===== src/rtl/bus_pkg.sv =====
// Shared types and address constants for the 68000 bus-cycle controller.
// Latency: n/a (types, constants and pure decode functions only).
// Backpressure: n/a.
package bus_pkg;

   // Decoded target of a CPU bus cycle; RGN_NONE means unmapped.
   typedef enum logic [1:0] {
      RGN_NONE = 2'd0,
      RGN_RAM  = 2'd1,
      RGN_ROM  = 2'd2,
      RGN_IO   = 2'd3
   } region_t;

   // Bus-cycle FSM states.
   typedef enum logic [1:0] {
      ST_IDLE = 2'd0,
      ST_WAIT = 2'd1,
      ST_ACK  = 2'd2,
      ST_BERR = 2'd3
   } state_t;

   // A23..A20 nibbles of the memory map.
   localparam logic [3:0] RAM_LO  = 4'h0;
   localparam logic [3:0] RAM_HI  = 4'h1;
   localparam logic [3:0] IO_NIB  = 4'hE;
   localparam logic [3:0] ROM_NIB = 4'hF;

   // Region decode in priority order. While boot is low every read goes
   // to ROM so the reset vectors at 0x000000 come from ROM. Writes to the
   // ROM nibble are unmapped and therefore end in a bus error.
   function automatic region_t decode_region(input logic [3:0] addr,
                                             input logic       rw,
                                             input logic       boot);
      region_t r;
      r = RGN_NONE;
      if (!boot && rw) begin
         r = RGN_ROM;
      end else if (addr == RAM_LO || addr == RAM_HI) begin
         r = RGN_RAM;
      end else if (addr == ROM_NIB && rw) begin
         r = RGN_ROM;
      end else if (addr == IO_NIB) begin
         r = RGN_IO;
      end
      return r;
   endfunction

   // Largest of four values; sizes the cycle counters.
   function automatic int max4(input int a, input int b, input int c, input int d);
      int m;
      m = a;
      if (b > m) m = b;
      if (c > m) m = c;
      if (d > m) m = d;
      return m;
   endfunction

endpackage


===== src/rtl/sync_2ff.sv =====
// Generic two-flop synchronizer for asynchronous level inputs.
// Latency: 2 clocks from d to q.
// Backpressure: none; q simply follows d.
module sync_2ff #(
   parameter int   WIDTH   = 1,
   parameter logic RST_VAL = 1'b1
) (
   input  logic             clk,
   input  logic             reset_n,
   input  logic [WIDTH-1:0] d,
   output logic [WIDTH-1:0] q
);

   logic [WIDTH-1:0] meta;

   // First stage may go metastable; second stage gives it a clock to settle.
   always_ff @(posedge clk) begin
      if (!reset_n) begin
         meta <= {WIDTH{RST_VAL}};
         q    <= {WIDTH{RST_VAL}};
      end else begin
         meta <= d;
         q    <= meta;
      end
   end

endmodule


===== src/rtl/bus_cycle_controller.sv =====
// 68000 bus-cycle controller: chip-select decode, per-region wait states, DTACK_n / BERR_n.
// Latency: start 2-3 clocks after AS_n falls; DTACK_n WAIT+1 clocks after start; BERR_n BERR_TIMEOUT clocks after start.
// Backpressure: the CPU stalls on DTACK_n/BERR_n; a new cycle is accepted only after AS_n has been seen high.
module bus_cycle_controller
   import bus_pkg::*;
#(
   parameter int RAM_WAIT     = 1,
   parameter int ROM_WAIT     = 3,
   parameter int IO_WAIT      = 4,
   parameter int BERR_TIMEOUT = 64
) (
   input  logic       CLK,
   input  logic       RESET_n,
   input  logic       AS_n,
   input  logic       RW,
   input  logic [3:0] ADDR,
   input  logic       BOOT,
   output logic       RAM_CS_n,
   output logic       ROM_CS_n,
   output logic       IO_CS_n,
   output logic       DTACK_n,
   output logic       BERR_n
);

   localparam int CW = $clog2(max4(RAM_WAIT, ROM_WAIT, IO_WAIT, BERR_TIMEOUT) + 1);
   localparam logic [CW-1:0] TMO_LAST = CW'(BERR_TIMEOUT - 1);
   localparam logic [CW-1:0] CNT_ONE  = CW'(1);

   // Wait-state count loaded into the wait counter for each region.
   function automatic logic [CW-1:0] wait_of(input region_t r);
      case (r)
         RGN_RAM: return CW'(RAM_WAIT);
         RGN_ROM: return CW'(ROM_WAIT);
         RGN_IO:  return CW'(IO_WAIT);
         default: return '0;
      endcase
   endfunction

   logic          as_s;
   logic [1:0]    sync_fill;
   logic          armed;
   logic          start;
   state_t        state;
   state_t        state_nxt;
   logic [3:0]    addr_l;
   logic          rw_l;
   logic          boot_l;
   logic [CW-1:0] wcnt;
   logic [CW-1:0] tcnt;
   region_t       rgn_start;
   region_t       rgn_cur;
   region_t       rgn_nxt;
   logic          sel_nxt;
   logic          ram_cs_nxt;
   logic          rom_cs_nxt;
   logic          io_cs_nxt;
   logic          dtack_nxt;
   logic          berr_nxt;

   sync_2ff #(
      .WIDTH   (1),
      .RST_VAL (1'b1)
   ) u_as_sync (
      .clk     (CLK),
      .reset_n (RESET_n),
      .d       (AS_n),
      .q       (as_s)
   );

   // ADDR/RW/BOOT are already stable when AS_n is low (the CPU drives them
   // before the strobe and BOOT only moves on AS_n rising), so by the time
   // the synchronized strobe is seen they can be sampled directly.
   assign rgn_start = decode_region(ADDR, RW, BOOT);
   assign rgn_cur   = decode_region(addr_l, rw_l, boot_l);
   assign start     = (state == ST_IDLE) && !as_s && armed;

   // Cycle datapath: arming, start latches, wait and timeout counters.
   always_ff @(posedge CLK) begin
      if (!RESET_n) begin
         sync_fill <= 2'b00;
         armed     <= 1'b0;
         addr_l    <= 4'h0;
         rw_l      <= 1'b0;
         boot_l    <= 1'b0;
         wcnt      <= '0;
         tcnt      <= '0;
      end else begin
         // The synchronizer holds its reset value (high) for two clocks after
         // reset; only a high that really came from AS_n may arm, otherwise a
         // cycle left running across reset would be picked up mid-way.
         sync_fill <= {sync_fill[0], 1'b1};
         if (sync_fill[1] && as_s) begin
            armed <= 1'b1;
         end
         if (start) begin
            addr_l <= ADDR;
            rw_l   <= RW;
            boot_l <= BOOT;
            wcnt   <= wait_of(rgn_start);
            tcnt   <= '0;
         end else begin
            if (state == ST_WAIT && wcnt != '0) begin
               wcnt <= wcnt - CNT_ONE;
            end
            // Timeout saturates at its last value so BERR_n holds steadily.
            if ((state == ST_WAIT || state == ST_BERR) && tcnt != TMO_LAST) begin
               tcnt <= tcnt + CNT_ONE;
            end
         end
      end
   end

   // State register; outputs are registered here too so the CPU sees glitch-free strobes.
   always_ff @(posedge CLK) begin
      if (!RESET_n) begin
         state    <= ST_IDLE;
         RAM_CS_n <= 1'b1;
         ROM_CS_n <= 1'b1;
         IO_CS_n  <= 1'b1;
         DTACK_n  <= 1'b1;
         BERR_n   <= 1'b1;
      end else begin
         state    <= state_nxt;
         RAM_CS_n <= ram_cs_nxt;
         ROM_CS_n <= rom_cs_nxt;
         IO_CS_n  <= io_cs_nxt;
         DTACK_n  <= dtack_nxt;
         BERR_n   <= berr_nxt;
      end
   end

   // Next-state logic; an AS_n release always wins and returns to IDLE.
   always_comb begin
      state_nxt = state;
      case (state)
         ST_IDLE: begin
            if (start) begin
               state_nxt = (rgn_start == RGN_NONE) ? ST_BERR : ST_WAIT;
            end
         end
         ST_WAIT: begin
            if (as_s) begin
               state_nxt = ST_IDLE;
            end else if (wcnt == '0) begin
               state_nxt = ST_ACK;
            end else if (tcnt == TMO_LAST) begin
               // Wait states longer than the timeout: give up with a bus error.
               state_nxt = ST_BERR;
            end
         end
         ST_ACK: begin
            if (as_s) state_nxt = ST_IDLE;
         end
         ST_BERR: begin
            if (as_s) state_nxt = ST_IDLE;
         end
         default: state_nxt = ST_IDLE;
      endcase
   end

   // Output decode from the next state, so strobes change on the same edge as the state.
   always_comb begin
      rgn_nxt    = (state == ST_IDLE) ? rgn_start : rgn_cur;
      sel_nxt    = (state_nxt == ST_WAIT) || (state_nxt == ST_ACK);
      ram_cs_nxt = !(sel_nxt && rgn_nxt == RGN_RAM);
      rom_cs_nxt = !(sel_nxt && rgn_nxt == RGN_ROM);
      io_cs_nxt  = !(sel_nxt && rgn_nxt == RGN_IO);
      dtack_nxt  = !(state_nxt == ST_ACK);
      // Counter reached its last value on the previous edge; assert on this one.
      berr_nxt   = !((state == ST_BERR) && (state_nxt == ST_BERR) && (tcnt == TMO_LAST));
   end

endmodule


===== config.mk =====
export PLATFORM = sky130hd
export DESIGN_NAME = bus_cycle_controller
export DESIGN_NICKNAME = d
export VERILOG_FILES = /design/src/rtl/bus_pkg.sv /design/src/rtl/sync_2ff.sv /design/src/rtl/bus_cycle_controller.sv
export SDC_FILE = /design/constraint.sdc
export NUM_CORES = 1
export LEC_CHECK = 0
export ABC_CLOCK_PERIOD_IN_PS = 2700
export CORE_UTILIZATION = 50
export DETAILED_ROUTE_END_ITERATION = 10
export GPL_TIMING_DRIVEN = 0
export PLACE_DENSITY = 0.71
export SYNTH_ARGS = -nofsm -noshare
export SYNTH_HDL_FRONTEND = slang
export SYNTH_SLANG_ARGS = --single-unit

===== constraint.sdc =====
create_clock -name CLK -period 2.7 [get_ports CLK]
set_input_delay 0.27 -clock CLK [delete_from_list [all_inputs] [get_ports CLK]]
set_output_delay 0.27 -clock CLK [all_outputs]
set_load 0.03 [all_outputs]

# ---- After elaboration in Yosys (flattened, before gate mapping)
# Index checks and enable logic that the tools add are counted.
dict set report totals {
  ramBits 0
  in_bits 9
  mem_bits_ro 0
  latchBits 0
  memories 0
  output_inout_bits 5
  regBits 32
}
dict set report op_classes {
  bitwise_logic 1
  multipliers 0
  order_cmp 0
  n_mux 20
  n_eq_ne 20
  shifts 0
  n_div 0
  n_reduce_logical 35
  addsub 2
}
# op count
set op_table {}
lappend op_table {{2-bit 2-to-1 mux} 15}
lappend op_table {{2-bit == test, second input constant} 8}
lappend op_table {{4-bit == test, second input constant} 4}
lappend op_table {{1-bit logical AND} 14}
lappend op_table {{7-bit 2-to-1 mux} 2}
lappend op_table {{3-bit one-hot mux with 3 select lines} 1}
lappend op_table {{2-bit by 1-bit == test with 1-bit output, second input constant} 4}
lappend op_table {{4-bit by 1-bit == test with 1-bit output, second input constant} 2}
lappend op_table {{1-bit logical NOT} 8}
lappend op_table {{4-bit logical NOT} 2}
lappend op_table {{7-bit by 1-bit adder with 7-bit output, second input constant} 1}
lappend op_table {{7-bit by 6-bit == test with 1-bit output, second input constant} 1}
lappend op_table {{7-bit logical NOT} 1}
lappend op_table {{7-bit by 6-bit != test with 1-bit output, second input constant} 1}
lappend op_table {{7-bit nonzero test} 1}
lappend op_table {{7-bit by 1-bit subtractor with 7-bit output, second input constant} 1}
lappend op_table {{2-bit one-hot mux with 3 select lines} 1}
lappend op_table {{2-bit logical NOT} 2}
lappend op_table {{1-bit logical OR} 4}
lappend op_table {{2-bit OR reduction} 2}
lappend op_table {{2-bit nonzero test} 1}
lappend op_table {{1-bit 2-to-1 mux} 1}
lappend op_table {{1-bit NOT} 1}

# ---- Logic depth before layout (Yosys ltp)
# Gate-level depths: netlist of run 1.
dict set report depth {
  ltp_word 13
  mapped_depth 11
}

# ---- Hierarchy
# Synthesis of run 1 repeated with hierarchy kept, for this count alone.
dict set report hier_totals {
  cells_unflattened 166
  hier_area_um2 1539.0
}
# module seq_area_each_um2 area_per_inst_um2 cells_each n_inst
set by_module_without_submodules {}
lappend by_module_without_submodules {bus_cycle_controller 600.6 1486.4 162 1}
lappend by_module_without_submodules {sync_2ff 40.0 52.6 4 1}

# ---- Worst setup path after synthesis of run 1
# OpenSTA, ideal clock, no wires.
dict set report synth_path {
  path_type {input to register}
  start {input port ADDR[3]}
  end {register ROM_CS_n}
  path_stages 9
  required_ns 2.573
  setup_ns 0.127
  arrival_time_ns 1.938
  slack_ns 0.635
  cell_sequence {and4b_1 -> o21ai_0 -> ha_1 -> nand2_1 -> a21oi_1 -> o41a_1 -> ha_1 -> nand2b_1 -> or3_1}
}
dict set report synth_between {
  elab_chain_cells 13
}
# element line_no
set synth_rtl {}
lappend synth_rtl {{start: declaration} bus_cycle_controller.sv:16} ;# input logic [3:0] ADDR,
lappend synth_rtl {{4-bit == test (on tied branches)} {bus_pkg.sv:42, bus_pkg.sv:40}}
lappend synth_rtl {{2-bit 2-to-1 mux / 1-bit logical AND (equally long branches)} {bus_pkg.sv:42, bus_pkg.sv:40}}
lappend synth_rtl {{2-bit 2-to-1 mux} bus_pkg.sv:40} ;# end else if (addr == ROM_NIB && rw) begin
lappend synth_rtl {{2-bit 2-to-1 mux *} bus_pkg.sv:38} ;# end else if (addr == RAM_LO || addr == RAM_HI) begin
lappend synth_rtl {{2-bit 2-to-1 mux *} bus_pkg.sv:36} ;# if (!boot && rw) begin
lappend synth_rtl {{2-bit logical NOT *} bus_cycle_controller.sv:138} ;# state_nxt = (rgn_start == RGN_NONE) ? ST_BERR : ST_WAIT;
lappend synth_rtl {{2-bit 2-to-1 mux *} bus_cycle_controller.sv:138}
lappend synth_rtl {{2-bit 2-to-1 mux *} bus_cycle_controller.sv:137} ;# if (start) begin
lappend synth_rtl {{2-bit one-hot mux with 3 select lines *} bus_cycle_controller.sv:135} ;# case (state)
lappend synth_rtl {{named net state_nxt[1]} bus_cycle_controller.sv:44} ;# state_t state_nxt;
lappend synth_rtl {{2-bit by 1-bit == test with 1-bit output / 2-bit == test (equally long branches)} bus_cycle_controller.sv:164} ;# sel_nxt = (state_nxt == ST_WAIT) || (state_nxt == ST_ACK);
lappend synth_rtl {{1-bit logical OR *} bus_cycle_controller.sv:164}
lappend synth_rtl {{1-bit logical AND *} bus_cycle_controller.sv:166} ;# rom_cs_nxt = !(sel_nxt && rgn_nxt == RGN_ROM);
lappend synth_rtl {{1-bit logical NOT *} bus_cycle_controller.sv:166}
lappend synth_rtl {{end signal: assignment} bus_cycle_controller.sv:125} ;# ROM_CS_n <= rom_cs_nxt;
lappend synth_rtl {{end: declaration} bus_cycle_controller.sv:19} ;# output logic ROM_CS_n,
# The timed path passes the listed nets; every way through them passes the cells marked *.
# A chain may end at the register's enable or synchronous reset.

# ---- Final worst setup path of run 1
# Same ends and word-level chain as after synthesis.

==> impl_results.md, run 1 <==
* Status: complete, no violations
* Cell count after synthesis at 167
* I/O Buffers at 13
* Clock Sinks at 32
* Max cap viols at 0
* Worst Hold End: u_as_sync.q$_SDFF_PN1_
* Top-area cell type share of the netlist area at 41.5%
* Placed cells at 211
* Synth area leader: dfxtp_1
* Routed vias at 1218
* TritonCTS clock tree: done
* Die ar. at 3310 sq um
* Worst min path class: reg2reg
* Initial antenna violation count at 0
* Critical path's slowest cell: clkdlybuf4s50_1
* Pwr dens at 502 nW/um^2
* Setup Skew at 0.0131 ns
* Drt total wl at 2.79 mm
* Non-filler cells, final at 219
* Req. time, crit path at 2.92 ns
* Root Buffer: clkbuf_4
* DP Worst Slack at -0.0694 ns
* Clock Tree Buf Depth at 2
* Pleak at 0.658 nW
* GR Overflow Total at 0
* Row cnt at 19
* DR pass1 iterations at 4
* Number of flops mapped to enable cells by yosys at 0
* Pins over their slew limit at 0
* Residual DRC count at 0
* CP Cell Sequence: clkdlybuf4s50_1 > and4b_1 > o21ai_0 > ha_1 > nand2_1 > a21oi_1 > o41a_1 > ha_1 > nand2b_1 > or3_1
* CP arrival at 2.63 ns
* Relative slew slack at 68.7%
* Synth Register Bits at 32
* Drt via density at 5.56
* Netlist Area Pre-Place at 1540 sq um
* Global-route wire length before repair at 5.00 mm
* Reg-to-reg startpoint: wcnt[0]$_SDFFE_PN0P_
* Die Width at 57.5 microns
* Top delay family on crit path: simple AND/OR/NAND/NOR gates
* Clock transition at path regs at 0.10 ns
* RSZ-0062 raised after global routing: no
* Diode count at 0
* # hold bufs at CTS at 0
* Worst-path fanout max at 4
* R2R cell count at 9
* Core area at 2830 sq um
* Commonest cells post-synth: dfxtp_1 (32), nand2_1 (19), nor2_1 (14)
* GRT Total Usage at 20.0%
* I/O pin cnt at 14
* Critical path's most frequent cell: ha_1
* Largest stage delay on the critical path at 0.46 ns
* Initial Util at 54.5%
* Final ANT Viol Nets at 0
* Slack of the critical path at 0.293 ns
* Crit. End Element: register
* Hold Path Depth at 1
* Synth unique cells at 45
* R2R Path End: ROM_CS_n$_SDFF_PN1_
* Post-synth ARST share at 0%
* Avg Inst Size Synth at 9.24 sq um
* Routed wire length per instance at 12.7 microns
* Worst slew pin tran at 0.467 ns
* Final Hold Viols at 0
* CTS Buf Count at 5
* Largest net degree at the start of global routing at 11
* Resize count post-CTS at 0
* Final Cycle Share at 89.2%
* P&R area growth vs syn at 15.9%
* Min-delay src: u_as_sync.meta$_SDFF_PN1_
* Final setup vio count at 0
* Ranking of synthesized cells by area: dfxtp_1 (42%), ha_1 (6.5%), nand2_1 (4.6%)
* H-tree depth at 2
* Commonest register cell after synthesis: dfxtp_1
* Crit path launch type: input pin
* Post-CTS repair timing setup buffer count at 0
* Max Clock Freq at 0.415 GHz
* Vias in the first global route at 1192
* Worst path bufs/invs at 1
* Clock period minus final worst setup slack at 2.41 ns
* Sequential area share after synthesis at 41.5%
* Worst skew pair latency at 0.33 ns
* Most common cell in the netlist: dfxtp_1
* Placer Congestion at 0.786
* Peak VDD IR at 378 uV
* YS warnings at 0
* DR iter-0 viols at 70
* Die H at 57.5 microns
* Layout cells sized above 1 at 12.8%
* Crit Path Class: in2reg
* Reg2reg setup slack at 0.49 ns
* Final nets at 204
* Filler instances at 262
* Synthesized Nets at 184
* Detailed placement HPWL at 2.08 mm
[state kept, by name, summed over array words and instances (netlist names), 2 cells and up]
signal	count
addr_l	4
state	2
sync_fill	2
tcnt	7
wcnt	7
[how the worst max path moves through the flow]
stage,slack [ns],start,endpoint,cells past startpoint
finish,0.29,ADDR[3],ROM_CS_n$_SDFF_PN1_,10
global placement,-0.04,ADDR[3],ROM_CS_n$_SDFF_PN1_,10
floorplan,0.64,ADDR[3],ROM_CS_n$_SDFF_PN1_,9
CTS,0.29,ADDR[3],ROM_CS_n$_SDFF_PN1_,10
detailed placement,-0.07,ADDR[3],ROM_CS_n$_SDFF_PN1_,10
global route,0.14,ADDR[3],ROM_CS_n$_SDFF_PN1_,10
[metrics by stage]
stage | util [%] | instance area, sq um | setup TNS, ns | hold slack, ns | total power, mW
after global placement | 60.5 | 1710 | -0.0389 | 0.390 | 0.553
after floorplan | - | 1540 | 0 | 0.298 | 0.530
after global routing | 63.2 | 1790 | 0 | 0.422 | 0.939
after CTS | 63.2 | 1790 | 0 | 0.420 | 0.909
after detailed placement | 60.5 | 1710 | -0.0694 | 0.396 | 0.555
final | 63.2 | 1790 | 0 | 0.417 | 0.897
[cells in the final DEF (no fill, tap or decap), drive strengths merged, types with 2 or more instances in the layout]
cell,count
a21oi,13
nand2,19
xnor2,3
a211oi,3
o211ai,6
dfxtp,32
nor4b,2
and3,3
buf,3
clkinv,2
nor3,5
xor2,6
and2,3
ha,8
inv,8
o21ai,4
clkdlybuf4s50,13
or3,2
clkbuf,7
nand3,2
nand3b,2
a2111oi,2
nand2b,7
nor2b,2
nor2,17
[final cells by class]
| type | count | area, sq um | share of cell area [%] |
|---|---|---|---|
| clock inverters | 2 | 35.0 | 1.96 |
| repair buffers | 13 | 130 | 7.28 |
| flip-flops and latches | 32 | 641 | 35.8 |
| clock buffers | 6 | 41.3 | 2.31 |
| plain buffers | 4 | 25.0 | 1.40 |
| multi-input cells | 122 | 843 | 47.2 |
| inverters | 9 | 33.8 | 1.89 |
| well taps | 31 | 38.8 | 2.17 |
[power by group]
| part | internal (mW) | switching (mW) | total [mW] |
|---|---|---|---|
| Clock | 0.194 | 0.159 | 0.353 |
| Combinational | 0.0285 | 0.0312 | 0.0597 |
| Sequential | 0.478 | 0.00527 | 0.484 |
| Total | 0.701 | 0.196 | 0.897 |
[worst reg2reg max path: stages, from the launching register on]
cell and delay [ns]:
dfxtp_1 0.38, inv_1 0.08, ha_1 0.21, nand2b_1 0.16
nor3_2 0.07, o31ai_1 0.37, inv_1 0.09, ha_1 0.31
nand2b_1 0.16, or3_1 0.30
[cell families after synthesis]
logic type	Yosys count	synth area share (%)
fa+ha+maj	8	6.49
simple gates	70	26.8
xor+xnor	9	5.11
mux	1	0.649
flops	32	41.5
compound gates	34	15.7
buf+inv	13	3.81
[layer usage]
layer / part of all wire [%] / wire length (microns) / global-route usage (%) / vias to the layer above
li1: - / - / - / 625
met2: 51 / 1420 / 35.2 / 21
met3: 3.3 / 92 / 6.80 / 7
met5: 0 / 0 / 0 / -
met1: 44 / 1220 / 21.7 / 565
met4: 1.7 / 46 / 8.36 / 0
Note: power is estimated with default switching activity, not from simulation.
==> inputs of run 2 (changes only) <==
PLACE_DENSITY = 0.68   (was 0.71)
==> impl_results.md, run 2 (synthesized netlist as in run 1, its figures left out) <==
* CP arrival at 2.58 ns (-0.05 ns)
* Setup Skew at 0.00920 ns (-0.00387 ns)
* Initial antenna violation count at 0 (unchanged)
* Placer Congestion at 0.787 (+0.18%)
* P_int at 701 uW (about the same)
* Detailed placement HPWL at 2.14 mm (+2.9%)
* Layout cells sized above 1 at 12.8% (unchanged)
* Comb pwr share at 6.7% (about the same)
* CTS Buf Count at 5 (unchanged)
* Critical path's most frequent cell: ha_1
* Largest stage delay on the critical path at 0.46 ns (about the same)
* R2R Path End: ROM_CS_n$_SDFF_PN1_
* Final setup vio count at 0 (unchanged)
* Status: complete, no violations
* RSZ-0062 raised after global routing: no
* Drt total wl at 2.85 mm (+2.3%)
* Clock Sinks at 32 (unchanged)
* Flop pwr share at 54.0% (about the same)
* Final nets at 204 (unchanged)
* GRT Total Usage at 20.1% (+0.10 points)
* Worst Hold End: u_as_sync.q$_SDFF_PN1_
* Die ar. at 3310 sq um (unchanged)
* Largest net degree at the start of global routing at 11 (unchanged)
* Worst-path fanout max at 4 (unchanged)
* Worst slew pin tran at 0.457 ns (-0.00965 ns)
* Row cnt at 19 (unchanged)
* Global-route wire length before repair at 4.96 mm (-0.82%)
* Net Switching at 195 uW (-0.53%)
* Top delay family on crit path: simple AND/OR/NAND/NOR gates
* Clock power frac at 39.3% (about the same)
* R2R cell count at 9 (unchanged)
* Crit. End Element: register
* Initial Util at 54.5% (unchanged)
* Fin Hold WS at 0.430 ns (+0.0130 ns)
* Largest regs: tcnt (7), wcnt (7), addr_l (4)
* Reg-to-reg startpoint: wcnt[0]$_SDFFE_PN0P_
* Worst min path class: reg2reg
* Final Cycle Share at 87.3% (-1.8 points)
* Pins over their slew limit at 0 (unchanged)
* CP Cell Sequence: clkdlybuf4s50_1 > and4b_1 > o21ai_0 > ha_1 > nand2_1 > a21oi_1 > o41a_1 > ha_1 > nand2b_1 > or3_1
* Root Buffer: clkbuf_4
* Clock transition at path regs at 0.10 ns (about the same)
* Hold Path Depth at 1 (unchanged)
* Reg2reg setup slack at 0.55 ns (+0.06 ns)
* Pwr dens at 501 nW/um^2 (-0.12%)
* Min-delay src: u_as_sync.meta$_SDFF_PN1_
* TritonCTS clock tree: done
* Max cap viols at 0 (unchanged)
* Commonest non-fill, non-tap cells in the layout: dfxtp_1 (32), nand2_1 (19), nor2_1 (14)
* Crit Path Class: in2reg
* Routed wire length per instance at 13.0 microns (+2.3%)
* Resize count post-CTS at 0 (unchanged)
* Vias in the first global route at 1188 (-0.34%)
* Peak VDD IR at 302 uV (-20%)
* Post-CTS repair timing setup buffer count at 0 (unchanged)
* GR Overflow Total at 0 (unchanged)
* Relative slew slack at 69.4% (+0.65 points)
* Pleak at 0.658 nW (unchanged)
* Critical path's slowest cell: clkdlybuf4s50_1
* # hold bufs at CTS at 0 (unchanged)
* Routed vias at 1220 (+0.16%)
* Max Clock Freq at 0.424 GHz (+2.1%)
* I/O Buffers at 13 (unchanged)
* H-tree depth at 2 (unchanged)
* Final ANT Viol Nets at 0 (unchanged)
* Clock Tree Buf Depth at 2 (unchanged)
* Drt via density at 5.57 (+0.16%)
* Die Width at 57.5 microns (unchanged)
* Core area at 2830 sq um (unchanged)
* P&R area growth vs syn at 15.9% (unchanged)
* Clock period minus final worst setup slack at 2.36 ns (-0.0488 ns)
* Worst skew pair latency at 0.33 ns (about the same)
* Most common cell after layout, fill and taps aside: dfxtp_1
* Worst path bufs/invs at 1 (unchanged)
* DR iter-0 viols at 59 (-16%)
* Crit path launch type: input pin
* Die H at 57.5 microns (unchanged)
* Req. time, crit path at 2.93 ns (about the same)
* Tot Pwr at 896 uW (-0.12%)
* Residual DRC count at 0 (unchanged)
* Switching Share at 21.7% (-0.088 points)
* DR pass1 iterations at 4 (unchanged)
* Final Hold Viols at 0 (unchanged)
* Diode count at 0 (unchanged)
* I/O pin cnt at 14 (unchanged)
## run 2: cell counts in the layout (fill, tap and decap cells not counted)
No cell type changed its count.
## run 2: cell type report
cell class | count | area [sq um]
plain buffers | 4 | 25.0
clock buffers | 6 | 41.3
well taps | 31 | 38.8
flip-flops and latches | 32 | 641
inverters | 9 | 33.8
multi-input cells | 122 | 843
repair buffers | 13 | 130
clock inverters | 2 | 35.0
fillers | 256 | 1040
## run 2: worst max path at each step
stage / startpoint / to / slack (ns) / cells past startpoint
final: ADDR[3] / ROM_CS_n$_SDFF_PN1_ / 0.34 / 10
after global routing: ADDR[3] / ROM_CS_n$_SDFF_PN1_ / 0.13 / 10
after floorplan: ADDR[3] / ROM_CS_n$_SDFF_PN1_ / 0.64 / 9
after CTS: ADDR[3] / ROM_CS_n$_SDFF_PN1_ / 0.33 / 10
after detailed placement: ADDR[2] / ROM_CS_n$_SDFF_PN1_ / -0.02 / 10
after global placement: ADDR[3] / ROM_CS_n$_SDFF_PN1_ / -0.03 / 10
## run 2: power groups by stage
stage               sequential [mW]  clock (mW)  combinational [mW]
floorplan                     0.494           0              0.0359
global placement              0.495           0              0.0582
detailed placement            0.495           0              0.0598
CTS                           0.484       0.365              0.0603
global route                  0.485       0.381              0.0666
finish                        0.484       0.352              0.0598
## run 2: per-stage QoR
stage / TNS (ns) / instance area, sq um / setup slack, ns / utilization, % / instances
2_1_floorplan: 0 / 1540 / 0.635 / - / 167
3_3_place_gp: -0.0331 / 1710 / -0.0331 / 60.5 / 211
3_5_place_dp: -0.0169 / 1710 / -0.0169 / 60.5 / 211
4_1_cts: 0 / 1790 / 0.334 / 63.2 / 219
5_1_grt: 0 / 1790 / 0.131 / 63.2 / 219
6_report: 0 / 1790 / 0.342 / 63.2 / 219
## run 2: metal layers
| layer | wire length, microns | GRT usage, % | up-vias |
|---|---|---|---|
| met4 | 57 | 10.8 | 0 |
| li1 | - | - | 628 |
| met5 | 0 | 0 | - |
| met1 | 1250 | 21.1 | 565 |
| met2 | 1440 | 35.4 | 21 |
| met3 | 97 | 6.35 | 6 |
